`src/rtl/add_seq_pkg.sv`:
```
// Shared types and constants for the byte-serial shared-adder arbiter.
package add_seq_pkg;

    typedef enum logic {
        IDLE = 1'b0,
        ADD  = 1'b1
    } state_t;

    localparam int unsigned REQ0 = 0;
    localparam int unsigned REQ1 = 1;
    localparam int unsigned IDXW = 3;

endpackage

```
`src/rtl/add8_cla.sv`:
```
// 8-bit carry-lookahead adder, purely combinational.
module add8_cla
    import add_seq_pkg::*;
(
    input  logic [7:0] a,
    input  logic [7:0] b,
    input  logic       cin,
    output logic [7:0] sum,
    output logic       cout
);

    logic [7:0] w_g;
    logic [7:0] w_p;
    logic [7:0] w_c;
    logic       w_carry;

    assign w_g = a & b;
    assign w_p = a | b;

    // Carry chain evaluated through a local variable to keep the vector acyclic.
    always_comb begin
        w_c     = '0;
        w_carry = cin;
        for (int i = 0; i < 8; i++) begin
            w_c[i]  = w_carry;
            w_carry = w_g[i] | (w_p[i] & w_carry);
        end
    end

    assign sum  = a ^ b ^ w_c;
    assign cout = w_carry;

endmodule

```
`src/rtl/add_seq_arb.sv`:
```
// Two-requester round-robin arbiter sharing one 8-bit adder for
// NBYTES-wide additions, processed one byte per cycle, LSB first.
module add_seq_arb
    import add_seq_pkg::*;
#(
    parameter int unsigned NBYTES = 4
) (
    input  logic                  clk,
    input  logic                  rst_n,
    input  logic [1:0]            req_i,
    input  logic [8*NBYTES-1:0]   a0_i,
    input  logic [8*NBYTES-1:0]   b0_i,
    input  logic                  cin0_i,
    input  logic [8*NBYTES-1:0]   a1_i,
    input  logic [8*NBYTES-1:0]   b1_i,
    input  logic                  cin1_i,
    output logic [1:0]            ack_o,
    output logic                  busy_o,
    output logic                  done_o,
    output logic [8*NBYTES-1:0]   sum_o,
    output logic                  cout_o,
    output logic                  ovf_o,
    output logic                  owner_o
);

    localparam int unsigned W = 8 * NBYTES;

    state_t          r_state;
    logic            r_rr_ptr;
    logic [W-1:0]    r_a_sh;
    logic [W-1:0]    r_b_sh;
    logic [W-1:0]    r_sum_sh;
    logic            r_carry;
    logic [IDXW-1:0] r_idx;
    logic            r_owner_int;
    logic            r_a_msb;
    logic            r_b_msb;

    logic [1:0]      r_ack;
    logic            r_busy;
    logic            r_done;
    logic [W-1:0]    r_sum;
    logic            r_cout;
    logic            r_ovf;
    logic            r_owner;

    logic            w_winner;
    logic [W-1:0]    w_win_a;
    logic [W-1:0]    w_win_b;
    logic            w_win_cin;
    logic [7:0]      w_sum8;
    logic            w_cout8;
    logic [W+7:0]    w_cat;
    logic [W-1:0]    w_sum_next;
    logic            w_last;

    // Sole requester wins outright; a tie goes to the round-robin pointer.
    always_comb begin
        w_winner = r_rr_ptr;
        if (req_i == 2'b01) begin
            w_winner = 1'(REQ0);
        end else if (req_i == 2'b10) begin
            w_winner = 1'(REQ1);
        end
    end

    assign w_win_a   = w_winner ? a1_i   : a0_i;
    assign w_win_b   = w_winner ? b1_i   : b0_i;
    assign w_win_cin = w_winner ? cin1_i : cin0_i;

    add8_cla u_add8 (
        .a    (r_a_sh[7:0]),
        .b    (r_b_sh[7:0]),
        .cin  (r_carry),
        .sum  (w_sum8),
        .cout (w_cout8)
    );

    // New byte enters at the MSB end; after NBYTES steps the word is aligned.
    assign w_cat      = {w_sum8, r_sum_sh};
    assign w_sum_next = W'(w_cat >> 8);
    assign w_last     = (r_idx == IDXW'(NBYTES - 1));

    always_ff @(posedge clk or negedge rst_n) begin
        if (!rst_n) begin
            r_state     <= IDLE;
            r_rr_ptr    <= 1'b0;
            r_a_sh      <= '0;
            r_b_sh      <= '0;
            r_sum_sh    <= '0;
            r_carry     <= 1'b0;
            r_idx       <= '0;
            r_owner_int <= 1'b0;
            r_a_msb     <= 1'b0;
            r_b_msb     <= 1'b0;
            r_ack       <= '0;
            r_busy      <= 1'b0;
            r_done      <= 1'b0;
            r_sum       <= '0;
            r_cout      <= 1'b0;
            r_ovf       <= 1'b0;
            r_owner     <= 1'b0;
        end else begin
            r_ack  <= '0;
            r_done <= 1'b0;
            case (r_state)
                IDLE: begin
                    if (|req_i) begin
                        r_a_sh          <= w_win_a;
                        r_b_sh          <= w_win_b;
                        r_a_msb         <= w_win_a[W-1];
                        r_b_msb         <= w_win_b[W-1];
                        r_carry         <= w_win_cin;
                        r_sum_sh        <= '0;
                        r_idx           <= '0;
                        r_ack[w_winner] <= 1'b1;
                        r_owner_int     <= w_winner;
                        r_rr_ptr        <= ~w_winner;
                        r_busy          <= 1'b1;
                        r_state         <= ADD;
                    end
                end
                ADD: begin
                    r_sum_sh <= w_sum_next;
                    r_carry  <= w_cout8;
                    r_a_sh   <= r_a_sh >> 8;
                    r_b_sh   <= r_b_sh >> 8;
                    r_idx    <= r_idx + IDXW'(1);
                    if (w_last) begin
                        r_sum   <= w_sum_next;
                        r_cout  <= w_cout8;
                        r_owner <= r_owner_int;
                        r_ovf   <= (r_a_msb == r_b_msb) && (w_sum8[7] != r_a_msb);
                        r_done  <= 1'b1;
                        r_busy  <= 1'b0;
                        r_state <= IDLE;
                    end
                end
                default: r_state <= IDLE;
            endcase
        end
    end

    assign ack_o   = r_ack;
    assign busy_o  = r_busy;
    assign done_o  = r_done;
    assign sum_o   = r_sum;
    assign cout_o  = r_cout;
    assign ovf_o   = r_ovf;
    assign owner_o = r_owner;

endmodule

```
`config.mk`:
```
export PLATFORM = sky130hd
export DESIGN_NAME = add_seq_arb
export DESIGN_NICKNAME = d
export VERILOG_FILES = /design/src/rtl/add_seq_pkg.sv /design/src/rtl/add8_cla.sv /design/src/rtl/add_seq_arb.sv
export SDC_FILE = /design/constraint.sdc
export NUM_CORES = 1
export LEC_CHECK = 0
export ABC_AREA = 1
export CAP_MARGIN = 20
export CORE_ASPECT_RATIO = 0.5
export CORE_MARGIN = 1
export CORE_UTILIZATION = 50
export CTS_CLUSTER_DIAMETER = 120
export DETAILED_ROUTE_END_ITERATION = 8
export GPL_TIMING_DRIVEN = 0
export PLACE_DENSITY_LB_ADDON = 0.1
export SLEW_MARGIN = 15
export SYNTH_ARGS = -nofsm -noshare
export SYNTH_HDL_FRONTEND = slang
export SYNTH_SLANG_ARGS = --single-unit
```
`constraint.sdc`:
```
create_clock -name clk -period 10.05 [get_ports clk]
set_clock_uncertainty 0.1 [all_clocks]
set_input_delay 2.01 -clock clk [delete_from_list [all_inputs] [get_ports clk]]
set_output_delay 2.01 -clock clk [all_outputs]
set_load 0.01 [all_outputs]
```
==> results.sh, run 1 <==
export IMPL_viasPerCell=5.20
export IMPL_synth_avg_cell_area_sq_um=8.15
export IMPL_dpl_cell_count=1148
export IMPL_intPower_mw=1.54
export IMPL_cts_root_buf="clkbuf_16"
export IMPL_grt_pass1_wl_microns=28800
export IMPL_grt_setup_unrepaired="false"
export IMPL_yosys_top_cells_area="dfrtp_1 (52%), nand2_1 (14%), nand3_1 (7.8%)"
export IMPL_min_period_ns=4.06
export IMPL_antenna_found_initial=0
export IMPL_path_clk_slew_ns=0.06
export IMPL_synth_top_area_cell="dfrtp_1"
export IMPL_die_y_microns=83.0
export IMPL_tns_ns=0
export IMPL_fillers=1004
export IMPL_clk_path_buf_depth=2
export IMPL_area_growth_syn_to_layout_pct=38.9
export IMPL_num_vias=6137
export IMPL_setup_viol=0
export IMPL_p_seq_frac=0.362
export IMPL_seq_area_frac_synth=0.518
export IMPL_critPathKind="reg -> reg"
export IMPL_synthCells=805
export IMPL_endpoint_kind="flop"
export IMPL_syn_area_sq_um=6560
export IMPL_ys_types=21
export IMPL_ys_seq_elements=136
export IMPL_cts_tree="built"
export IMPL_cp_start_kind="flop"
export IMPL_drive_gt1_frac=0.0653
export IMPL_grt_max_degree=82
export IMPL_holdPathStages=2
export IMPL_yosysTopAreaCellShare=0.518
export IMPL_ff2ff_path_depth=15
export IMPL_max_slew_margin=0.557
export IMPL_regArea_sq_um=3400
export IMPL_cp_data_required_time_ns=10.31
export IMPL_multiInputGateArea_sq_um=2520
export IMPL_post_drt_wl_per_cell_microns=15.1
export IMPL_global_route_usage_total=0.275
export IMPL_io_pins=173
export IMPL_drt_iter0_drc=443
export IMPL_overflow=0
export IMPL_p_per_area_nw_per_um2=271
export IMPL_initial_utilization=0.515
export IMPL_tightest_slew_ns=0.664
export IMPL_numPortBuffers=172
export IMPL_maxCapViolations=0
export IMPL_cts_sinks=136
export IMPL_drc=0
export IMPL_reg2reg_from="r_a_sh[0]$_DFFE_PN0P_"
export IMPL_gp_congestion=0.819
export IMPL_wirelength_microns=17800
export IMPL_power_switching_mw=0.930
export IMPL_rrSetupSlack_ns=5.99
export IMPL_clock_latency_ns=0.42
export IMPL_path_max_fanout=4
export IMPL_slew_viol_final=0
export IMPL_hold_path_class="reg -> reg"
export IMPL_post_cts_setup_buffer_count=0
export IMPL_dieArea_sq_um=13600
export IMPL_final_cells=1180
export IMPL_first_pass_iters=5
export IMPL_cts_max_level=4
export IMPL_cts_made_buffers=17
export IMPL_fp_row_count=29
export IMPL_final_antenna_net_count=0
export IMPL_p_clk_frac=0.251
export IMPL_die_x_microns=164
export IMPL_cts_resized_gates=0
export IMPL_ir_drop_uv=140
export IMPL_finalHoldViolCount=0
export IMPL_crit_arrival_ns=4.32
export IMPL_holdPathEnd="r_a_sh[9]$_DFFE_PN0P_"
export IMPL_dp_hpwl_microns=13100
export IMPL_nets=1141
export IMPL_swShare=0.377
export IMPL_status="completed"
export IMPL_leakage_nw=4.37
export IMPL_post_route_period_util=0.404
export IMPL_combPwrFrac=0.387
export IMPL_hold_start="r_a_sh[9]$_DFFE_PN0P_"
export IMPL_cts_hold_buf=0
export IMPL_num_antenna_cells=0
export IMPL_fmax_ghz=0.246
export IMPL_core_area_sq_um=12700
export IMPL_grt_pass1_vias=5967
export IMPL_yosysWarnings=0
export IMPL_r2r_end="ovf_o$_DFFE_PN0P_"
export IMPL_syn_nets=949
==> cells in the mapped netlist (all sizes together) <==
cell type,number
dfrtp,136
nand3,102
inv,108
buf,33
nand2,247
o21bai,1
o21ai,49
ha,2
a22o,1
nor2,30
o22ai,25
clkbuf,16
nand3b,45
a21oi,2
fa,8
==> placed cells by master, fill, tap and decap left out, drive strengths merged <==
cell type / instances
o22ai: 25
nand3b: 45
o21ai: 49
buf: 35
dfrtp: 136
clkinv: 2
bufinv: 1
fa: 8
o21bai: 1
nand2: 247
ha: 2
a22o: 1
clkbuf: 35
clkinvlp: 4
a21oi: 2
inv: 114
nand3: 102
nor2: 30
clkdlybuf4s50: 171
==> metal layers <==
layer  GRT usage  part of all wire  vias to the layer above
met4      0.0918             0.015                        0
li1            -                 -                     2936
met1       0.380              0.45                     2944
met2       0.433              0.47                      232
met3      0.0569             0.069                       25
met5           0                 0                        -
==> final cells by class <==
class                           instances  share of cell area
Sequential cell                       136               0.373
Multi-Input combinational cell        512               0.276
Clock inverter                         13              0.0148
Timing Repair Buffer                  173               0.192
Clock buffer                           19              0.0497
Tap cell                              170              0.0233
Inverter                              108              0.0445
Buffer                                 49              0.0262
==> worst max-delay path, stage by stage (launching register included) <==
cell and delay [ns]:
dfrtp_1 0.44, fa_1 0.21, inv_1 0.05, fa_1 0.39, fa_1 0.41, fa_1 0.40
fa_1 0.39, fa_1 0.37, inv_1 0.07, fa_1 0.19, fa_1 0.42, inv_1 0.17
nand2_1 0.09, a21oi_1 0.13, o21ai_0 0.11, nand2_1 0.06
==> registers in the layout, summed over array words and instances (netlist names), 2 cells and up <==
| signal | cells |
|---|---|
| ack_o | 2 |
| r_a_sh | 32 |
| r_b_sh | 32 |
| r_idx | 3 |
| r_sum_sh | 24 |
| sum_o | 32 |
==> metrics by stage <==
| step | hold slack [ns] | util | power, mW | cell area [sq um] | setup WS [ns] |
|---|---|---|---|---|---|
| final | 0.384 | 0.716 | 2.47 | 9110 | 5.99 |
| after CTS | 0.384 | 0.716 | 2.46 | 9110 | 5.99 |
| after global placement | 0.362 | 0.667 | 1.80 | 8500 | 1.68 |
| after global routing | 0.409 | 0.716 | 2.62 | 9110 | 5.73 |
| after floorplan | 0.349 | - | 1.44 | 6560 | 6.46 |
| after detailed placement | 0.370 | 0.670 | 1.84 | 8530 | 6.09 |
==> kinds of logic after synthesis <==
kind of cell    after synthesis  synth area share
fa+ha+maj                    10            0.0282
compound gates               78            0.0652
flops                       136             0.518
buf+inv                     157            0.0982
simple gates                424             0.290
==> worst max-delay path by stage <==
stage | end | slack [ns] | from
after detailed placement | ovf_o$_DFFE_PN0P_ | 6.09 | r_a_sh[0]$_DFFE_PN0P_
after floorplan | ovf_o$_DFFE_PN0P_ | 6.46 | r_a_sh[0]$_DFFE_PN0P_
after CTS | ovf_o$_DFFE_PN0P_ | 5.99 | r_a_sh[0]$_DFFE_PN0P_
after global routing | ovf_o$_DFFE_PN0P_ | 5.73 | r_a_sh[0]$_DFFE_PN0P_
final | ovf_o$_DFFE_PN0P_ | 5.99 | r_a_sh[0]$_DFFE_PN0P_
after global placement | r_b_sh[30]$_DFFE_PN0P_ | 1.68 | rst_n
==> power groups by stage <==
stage,registers [mW],logic (mW),clock network [mW]
after CTS,0.888,0.957,0.619
after global placement,0.889,0.913,0
after global routing,0.910,1.06,0.647
final,0.892,0.956,0.619
after floorplan,0.890,0.545,0
after detailed placement,0.895,0.941,0
Power figures use the tool's default switching activity.
==> run 2, diff against run 1 <==
--- a/config.mk
+++ b/config.mk
@@ -9,7 +9,7 @@
 export CAP_MARGIN = 20
 export CORE_ASPECT_RATIO = 0.5
 export CORE_MARGIN = 1
-export CORE_UTILIZATION = 50
+export CORE_UTILIZATION = 49
 export CTS_CLUSTER_DIAMETER = 120
 export DETAILED_ROUTE_END_ITERATION = 8
 export GPL_TIMING_DRIVEN = 0
==> constraint.sdc (replaced) <==
create_clock -name clk -period 3.9 [get_ports clk]
set_clock_uncertainty 0.1 [all_clocks]
set_input_delay 0.78 -clock clk [delete_from_list [all_inputs] [get_ports clk]]
set_output_delay 0.78 -clock clk [all_outputs]
set_load 0.01 [all_outputs]
==> results.sh, run 2 (synthesis results as in run 1) <==
export IMPL_layout_common_cells="nand2_1 (245), clkdlybuf4s50_1 (171), dfrtp_1 (135), inv_1 (105), nand3_1 (102)"
export IMPL_tightest_slew_ns=0.708
export IMPL_core_area_sq_um=12900
export IMPL_fin_area_sq_um=9160
export IMPL_final_cells=1183
export IMPL_p_clk_frac=0.252
export IMPL_cts_max_level=4
export IMPL_wirelength_microns=18000
export IMPL_critPathKind="reg -> reg"
export IMPL_dpl_worst_slack_ns=-0.00364
export IMPL_grt_pass1_vias=5949
export IMPL_status="complete, but fails checks"
export IMPL_viasPerCell=5.17
export IMPL_cts_tree="built"
export IMPL_grt_pass1_wl_microns=29500
export IMPL_power_switching_mw=2.40
export IMPL_gp_congestion=0.873
export IMPL_fp_row_count=29
export IMPL_dpl_cell_count=1148
export IMPL_post_drt_wl_per_cell_microns=15.2
export IMPL_place_area_sq_um=8530
export IMPL_clk_path_buf_depth=2
export IMPL_first_pass_iters=8
export IMPL_maxCapViolations=0
export IMPL_min_period_ns=3.76
export IMPL_path_clk_slew_ns=0.07
export IMPL_slew_viol_final=0
export IMPL_intPower_mw=4.02
export IMPL_total_power_mw=6.42
export IMPL_cts_made_buffers=17
export IMPL_cts_root_buf="clkbuf_16"
export IMPL_num_vias=6114
export IMPL_dieArea_sq_um=13900
export IMPL_grt_setup_unrepaired="false"
export IMPL_area_growth_syn_to_layout_pct=39.5
export IMPL_cts_sinks=136
export IMPL_fmax_ghz=0.266
export IMPL_endpoint_kind="flop"
export IMPL_io_pins=173
export IMPL_fin_ws_ns=0.141
export IMPL_clock_latency_ns=0.42
export IMPL_cp_start_kind="flop"
export IMPL_grt_max_degree=81
export IMPL_max_slew_margin=0.528
export IMPL_crit_arrival_ns=4.02
export IMPL_drive_gt1_frac=0.0760
export IMPL_fillers=1023
export IMPL_drc=16
export IMPL_final_antenna_net_count=0
export IMPL_global_route_usage_total=0.273
export IMPL_combPwrFrac=0.390
export IMPL_setup_viol=0
export IMPL_final_common_cell="nand2_1"
export IMPL_violations="design-rule violations"
export IMPL_die_y_microns=83.8
export IMPL_initial_utilization=0.510
export IMPL_dp_hpwl_microns=13200
export IMPL_die_x_microns=166
export IMPL_p_seq_frac=0.358
export IMPL_leakage_nw=4.39
export IMPL_drt_iter0_drc=403
export IMPL_antenna_found_initial=0
export IMPL_num_antenna_cells=0
export IMPL_post_route_period_util=0.964
export IMPL_overflow=0
export IMPL_nets=1144
export IMPL_swShare=0.374
export IMPL_p_per_area_nw_per_um2=701
export IMPL_hold_path_class="in -> async"
export IMPL_cp_data_required_time_ns=4.16
export IMPL_path_max_fanout=4
export IMPL_ir_drop_uv=416
export IMPL_numPortBuffers=172
export IMPL_finalHoldViolCount=0
==> run 2: cell count changes in the layout (fill, tap and decap cells not counted), moves of 2 or more <==
cell	previous run	this run
clkbuf_8	2	0
clkinv_2	0	3
buf_4	9	12
clkinvlp_4	4	1
fa_2	0	6
fa_1	8	2
==> run 2: final cells by class <==
cell class	instances	area, sq um	area share
multi-input combinational	512	2530	0.276
tap	170	213	0.0232
inverter	108	405	0.0443
sequential	136	3400	0.372
clock inverter	15	166	0.0182
timing repair buffer	176	1770	0.194
clock buffer	17	425	0.0465
buffer	49	239	0.0261
==> run 2: power groups by stage <==
stage	logic, mW	clock network (mW)	registers, mW
after floorplan	1.40	0	2.29
after global placement	2.36	0	2.29
after detailed placement	2.43	0	2.30
after CTS	2.49	1.63	2.28
after global routing	2.78	1.70	2.36
final	2.51	1.62	2.30
==> run 2: metrics by stage <==
| step | util | hold slack (ns) | TNS (ns) |
|---|---|---|---|
| detailed placement | 0.662 | 0.369 | -0.00364 |
| CTS | 0.709 | 0.226 | 0 |
| floorplan | - | 0.349 | 0 |
| global placement | 0.660 | 0.361 | -445.48 |
| finish | 0.711 | 0.217 | 0 |
| global route | 0.711 | 0.246 | 0 |
==> run 2: repair_timing <==
item                       in CTS  in global routing
gates resized for setup         1                  7
setup endpoints to repair       1                  3
hold buffers                    0                  0
setup buffers                   2                  1
==> run 2: worst max-delay path: stages, from the launching register on <==
cell and delay [ns]:
dfrtp_1 0.44, fa_2 0.22, inv_1 0.05, fa_2 0.35
fa_2 0.35, fa_2 0.34, fa_2 0.34, fa_1 0.37
inv_1 0.08, fa_2 0.20, fa_1 0.42, inv_2 0.10
nand2_1 0.05, a21oi_1 0.12, o21ai_0 0.10, nand2_1 0.06
==> run 2: final timing paths <==
check                      cells past startpoint  slack, ns            startpoint                     to
setup / recovery                              15       0.14   r_carry$_DFFE_PN0P_      ovf_o$_DFFE_PN0P_
hold / removal                                 1       0.22                 rst_n   sum_o[9]$_DFFE_PN0P_
setup reg to reg                              15       0.14   r_carry$_DFFE_PN0P_      ovf_o$_DFFE_PN0P_
hold reg to reg                                1       0.38  r_idx[0]$_DFFE_PN0P_   r_idx[0]$_DFFE_PN0P_
max in group asynchronous                      2       2.70                 rst_n  r_a_sh[0]$_DFFE_PN0P_
min in group clk                               1       0.38  r_idx[0]$_DFFE_PN0P_   r_idx[0]$_DFFE_PN0P_
==> run 2: layer usage <==
layer	vias up	part of all wire	GRT usage	wire, microns
met4	0	0.013	0.0799	238
met5	-	0	0	0
li1	2932	-	-	-
met1	2936	0.45	0.376	8090
met3	25	0.068	0.0593	1230
met2	221	0.47	0.438	8460
==> run 3, diff against run 2 <==
--- a/config.mk
+++ b/config.mk
@@ -7,13 +7,16 @@
 export LEC_CHECK = 0
 export ABC_AREA = 1
 export CAP_MARGIN = 20
+export CELL_PAD_IN_SITES_DETAIL_PLACEMENT = 1
+export CELL_PAD_IN_SITES_GLOBAL_PLACEMENT = 2
 export CORE_ASPECT_RATIO = 0.5
 export CORE_MARGIN = 1
-export CORE_UTILIZATION = 49
+export CORE_UTILIZATION = 28
 export CTS_CLUSTER_DIAMETER = 120
 export DETAILED_ROUTE_END_ITERATION = 8
 export GPL_TIMING_DRIVEN = 0
 export PLACE_DENSITY_LB_ADDON = 0.1
+export SKIP_CTS_REPAIR_TIMING = 1
 export SLEW_MARGIN = 15
 export SYNTH_ARGS = -nofsm -noshare
 export SYNTH_HDL_FRONTEND = slang
==> results.sh, run 3 (synthesis results as in run 1) <==
export IMPL_initial_utilization=0.287
export IMPL_path_delay_family="adder cells"
export IMPL_numPortBuffers=172
export IMPL_setup_viol=0
export IMPL_grt_pass1_wl_microns=34200
export IMPL_clk_path_buf_depth=2
export IMPL_clock_latency_ns=0.43
export IMPL_gp_congestion=0.762
export IMPL_leakage_nw=4.38
export IMPL_num_antenna_cells=0
export IMPL_io_pins=173
export IMPL_slew_viol_final=0
export IMPL_path_max_fanout=4
export IMPL_overflow=0
export IMPL_path_clk_slew_ns=0.06
export IMPL_die_x_microns=219
export IMPL_p_per_area_nw_per_um2=700
export IMPL_grt_pass1_vias=6204
export IMPL_post_route_period_util=0.963
export IMPL_cts_root_buf="clkbuf_16"
export IMPL_grt_max_degree=81
export IMPL_maxCapViolations=0
export IMPL_cts_made_buffers=17
export IMPL_fin_ws_ns=0.144
export IMPL_status="completed"
export IMPL_dpl_worst_slack_ns=-0.0845
export IMPL_cp_data_required_time_ns=4.17
export IMPL_drt_iter0_drc=316
export IMPL_dp_hpwl_microns=16900
export IMPL_final_common_cell="nand2_1"
export IMPL_final_util=0.408
export IMPL_tightest_slew_ns=0.718
export IMPL_reg2reg_from="r_a_sh[0]$_DFFE_PN0P_"
export IMPL_max_slew_margin=0.521
export IMPL_num_vias=5959
export IMPL_path_cells="fa_2 -> inv_1 -> fa_2 -> fa_2 -> fa_2 -> fa_1 -> fa_2 -> inv_2 -> fa_2 -> fa_1 -> inv_2 -> nand2_1 -> a21oi_1 -> o21ai_0 -> nand2_1"
export IMPL_nets=1143
export IMPL_viasPerCell=4.52
export IMPL_drc=0
export IMPL_finalHoldViolCount=0
export IMPL_cpPeakStageDelay_ns=0.42
export IMPL_core_area_sq_um=22900
export IMPL_fp_row_count=39
export IMPL_critPathSlowestCell="fa_1"
export IMPL_tns_ns=0
export IMPL_drive_gt1_frac=0.0741
export IMPL_fmax_ghz=0.266
export IMPL_min_period_ns=3.76
export IMPL_layout_common_cells="nand2_1 (245), clkdlybuf4s50_1 (171), dfrtp_1 (136), inv_1 (104), nand3_1 (102)"
export IMPL_r2r_end="ovf_o$_DFFE_PN0P_"
export IMPL_die_y_microns=110
export IMPL_antenna_found_initial=0
export IMPL_wirelength_microns=22000
export IMPL_rrSetupSlack_ns=0.14
export IMPL_cts_tree="built"
export IMPL_cts_sinks=136
export IMPL_critPathKind="reg -> reg"
export IMPL_ff2ff_path_depth=15
export IMPL_post_drt_wl_per_cell_microns=16.7
export IMPL_cp_common_cell="fa_2"
export IMPL_crit_buf_inv=3
export IMPL_cts_max_level=4
export IMPL_crit_arrival_ns=4.02
export IMPL_global_route_usage_total=0.192
export IMPL_final_antenna_net_count=0
export IMPL_ir_drop_uv=391
export IMPL_cp_start_kind="flop"
export IMPL_dieArea_sq_um=24100
export IMPL_total_power_mw=6.54
export IMPL_area_growth_syn_to_layout_pct=42.1
export IMPL_first_pass_iters=4
export IMPL_endpoint_kind="flop"
export IMPL_hold_path_class="in -> async"
==> run 3: changes by cell type in the layout (fill, tap and decap cells not counted), moves of 2 or more <==
cell      delta
inv_8        -2
inv_6        -2
clkbuf_8     +2
clkinv_4     +2
clkinv_2     -2
==> run 3: per-stage QoR <==
stage / std cells / hold slack (ns) / cell area (sq um)
floorplan: 805 / 0.349 / 6560
global placement: 1284 / 0.363 / 8670
detailed placement: 1285 / 0.373 / 8700
CTS: 1317 / 0.186 / 9300
global route: 1319 / 0.203 / 9330
finish: 1319 / 0.174 / 9330
==> run 3: layer usage <==
| layer | vias to the layer above | GRT usage | share of wire |
|---|---|---|---|
| met3 | 19 | 0.0305 | 0.036 |
| met1 | 2909 | 0.270 | 0.49 |
| met4 | 0 | 0.0529 | 0.0097 |
| met5 | - | 0 | 0 |
| li1 | 2931 | - | - |
| met2 | 100 | 0.305 | 0.46 |
==> run 3: how the worst max path moves through the flow <==
stage	endpoint	start	slack [ns]	cells past startpoint
after detailed placement	ovf_o$_DFFE_PN0P_	r_a_sh[0]$_DFFE_PN0P_	-0.08	15
final	ovf_o$_DFFE_PN0P_	r_a_sh[0]$_DFFE_PN0P_	0.14	15
after CTS	ovf_o$_DFFE_PN0P_	r_a_sh[0]$_DFFE_PN0P_	-0.1	15
after floorplan	ovf_o$_DFFE_PN0P_	r_a_sh[0]$_DFFE_PN0P_	0.31	15
after global placement	r_a_sh[29]$_DFFE_PN0P_	rst_n	-3.86	1
after global routing	ovf_o$_DFFE_PN0P_	r_a_sh[0]$_DFFE_PN0P_	-0.02	15
==> run 3: final cells by class <==
class / count / area (sq um)
Fill cell: 2702 / 13600
Clock buffer: 20 / 457
Clock inverter: 12 / 141
Timing Repair Buffer: 175 / 1770
Inverter: 108 / 405
Buffer: 49 / 239
Multi-Input combinational cell: 512 / 2530
Tap cell: 307 / 384
Sequential cell: 136 / 3400
==> run 3: report_power, final <==
group / switching, mW / internal (mW) / total [mW] / leakage, nW
sequential: 0.311 / 1.98 / 2.29 / 1.78
clock: 0.673 / 0.984 / 1.66 / 0.288
combinational: 1.49 / 1.09 / 2.59 / 2.31
total: 2.48 / 4.06 / 6.54 / 4.38
==> RTL edit: new RTL, config.mk and constraints of run 2 <==
Reset style: synchronous (`rst_n`), changed in one clocked block.
--- a/src/rtl/add_seq_arb.sv
+++ b/src/rtl/add_seq_arb.sv
@@ -82,5 +82,5 @@
     assign w_last     = (r_idx == IDXW'(NBYTES - 1));
 
-    always_ff @(posedge clk or negedge rst_n) begin
+    always_ff @(posedge clk) begin
         if (!rst_n) begin
             r_state     <= IDLE;
Check against the original RTL: differs if rst_n is asserted again (counterexample within 4 cycles, from zero or initial values and one cycle with rst_n low); with rst_n held inactive, the same outputs for 10 cycles.
==> RTL edit against run 2 <==
The flow still finishes with violations (design-rule violations). Utilization shrank 0.60 points. Die area grew 0.19%. Area after synthesis grew 0.19%. Sequential share of layout area shrank 7.1 points. Non-clock buffer count grew 13. Sequential cell count is the same. Worst setup slack gained 0.017 ns. Design area shrank 0.85%. Routed wire length grew 9.0%. First-iteration DRC count grew 54%.
Power is not compared: it rests on default switching activity, and its combinational part moved more than twofold at a synthesized area within 25%.
==> RTL edit: results (changes against run 2) <==
stage	metric	value	unit	change
global_routing	first-pass GRT wire length	31600	um	+6.9%
global_routing	antenna violations before repair	0		unchanged
clocking	clk slew on worst S/H paths	0.07	ns	about the same
synth	post-synthesis cell count	987		+23%
critical_path	r2r worst-path depth	15		unchanged
place	input/output buffers	171		-0.58%
critical_path	Worst R2R Setup Slack	0.16	ns	+0.02 ns
status	failing checks	design-rule violations		
drt	DRC violations left	7		-9
drt	routed length on met1	8880	um	+9.8%
critical_path	Largest stage delay, worst path	0.48	ns	+0.04 ns
drt	drt first-iter violations	621		+54%
timing	Fin Hold WS	0.347	ns	+0.130 ns
drt	Vias/cell	5.11		-1.1%
critical_path	slowest stage cell on the critical path	fa_2		
synth	syn_nets	1131		+19%
critical_path	terminus of the critical flop-to-flop path	ovf_o$_SDFFE_PN0P_		
global_routing	Tot GR Track Use	28.9	%	+1.6 points
worst_hold_path	Hold Crit Class	flip-flop to flip-flop		
drt	WL met3	1800	um	+46%
final_layout	antenna diode count	0		unchanged
global_routing	vias in the first global route	6438		+8.2%
synth	Yosys cell types	24		+14%
final_layout	share of cells above drive strength 1	7.81	%	+0.21 points
drt	DR pass1 iterations	8		unchanged
clocking	clock tree root buffer cell	clkbuf_16		
clocking	clk buf depth	2		unchanged
synth	synth top area cells	dfxtp_1 (41%), nand3_1 (14%), nand2_1 (14%)		
worst_hold_path	Min-Delay Startpoint	r_sum_sh[8]$_SDFFE_PN0P_		
place	HPWL Detailed	14700	um	+11%
place	routability congestion estimate	0.906		+3.8%
power_and_ir_drop	VDD IR max	0.000338	V	
status	status	finished, violations left		
critical_path	worst flop-to-flop path startpoint	r_a_sh[0]$_SDFFE_PN0P_		
global_routing	largest net degree at the start of global routing	17		-79%
critical_path	WP data arrival	3.96	ns	-0.06 ns
power_and_ir_drop	Pleak	4.13	nW	
place	worst slack, placed	-0.0799	ns	-0.0763 ns
timing	worst slew pin tran	0.631	ns	-0.0769 ns
drt	DR top layer	met4		
drt	WL final	19600	um	+9.0%
critical_path	delay-heaviest family, CP	adder cells		
synth	sequential element share of the synthesized area	41.4	%	-10 points
drt	WL met2	8740	um	+3.4%
critical_path	CP Max Fanout	3		-1
place	placed insts	1328		+16%
clocking	H-tree Lvls	4		unchanged
place	placed cell areas	8500	um2	-0.31%
clocking	CTS buffer count	17		unchanged
clocking	worst skew pair latency	0.42	ns	about the same
timing	min Tclk post-route	3.74	ns	-0.0171 ns
synth	warnings from Yosys	0		unchanged
drt	drt wl/cell	14.4	um	-5.3%
synth	ys async rst share	0	%	-100 points
worst_hold_path	Worst Hold Depth	2		
worst_hold_path	Worst Hold End	sum_o[0]$_SDFFE_PN0P_		
synth	top post-synthesis cells by count	nand2_1 (245), nand3_1 (189), inv_1 (179)		
-- RTL edit: changes by cell type in the layout (fill, tap and decap cells not counted), moves of 6 or more --
cell,run 2,this run
dfxtp_1,0,134
nand3b_1,45,0
nand3_1,102,189
o21ai_0,49,38
inv_1,105,178
buf_2,17,37
o22ai_1,25,7
nor2_1,28,17
buf_4,12,4
a21oi_1,2,77
o21ai_1,0,6
dfrtp_1,135,0
clkbuf_1,16,22
-- RTL edit: what timing repair did --
action,CTS,global route
hold buffers,0,0
pin swaps,0,1
endpoints found under the setup margin,1,1
setup buffers,0,1
gates resized for setup,2,7
-- RTL edit: where the power goes --
| group | internal [W] | total, W | switching (W) |
|---|---|---|---|
| registers | 0.00146 | 0.00150 | 0.0000424 |
| clock network | 0.000835 | 0.00153 | 0.000691 |
| logic | 0.000259 | 0.000575 | 0.000316 |
| total | 0.00256 | 0.00360 | 0.00105 |
-- RTL edit: worst max path at each step --
stage | startpoint | end | cells past startpoint
after global placement | r_a_sh[0]$_SDFFE_PN0P_ | ovf_o$_SDFFE_PN0P_ | 15
after detailed placement | r_a_sh[0]$_SDFFE_PN0P_ | ovf_o$_SDFFE_PN0P_ | 15
after CTS | r_a_sh[0]$_SDFFE_PN0P_ | ovf_o$_SDFFE_PN0P_ | 15
after floorplan | r_a_sh[0]$_SDFFE_PN0P_ | ovf_o$_SDFFE_PN0P_ | 15
after global routing | r_a_sh[0]$_SDFFE_PN0P_ | ovf_o$_SDFFE_PN0P_ | 15
final | r_a_sh[0]$_SDFFE_PN0P_ | ovf_o$_SDFFE_PN0P_ | 15
-- RTL edit: tightest hold or removal path, cell delays in order (launching register included) --
cell and delay [ns]:
dfxtp_1 0.31, nand2_1 0.06, nand2_1 0.04
-- RTL edit: layout make-up --
class | count | area (um2)
fill | 1073 | 3800
clock buffer | 17 | 425
clock inverter | 15 | 129
timing repair buffer | 172 | 1720
inverter | 182 | 683
tap | 170 | 213
buffer | 66 | 305
multi-input combinational | 603 | 2880
sequential | 136 | 2730
-- RTL edit: kinds of logic after synthesis --
family | after synthesis | synth area share [%]
buffers and inverters | 248 | 15.0
AO/OA/AOI/OAI | 131 | 10.2
adder cells (fa/ha/maj) | 10 | 2.82
AND/OR/NAND/NOR | 462 | 30.5
flip-flops | 136 | 41.4
-- RTL edit: metal layers --
metal,global-route usage (%),vias to the layer above
met5,0,-
met4,8.24,0
met3,7.73,26
met2,46.1,290
met1,38.6,3185
li1,-,3457
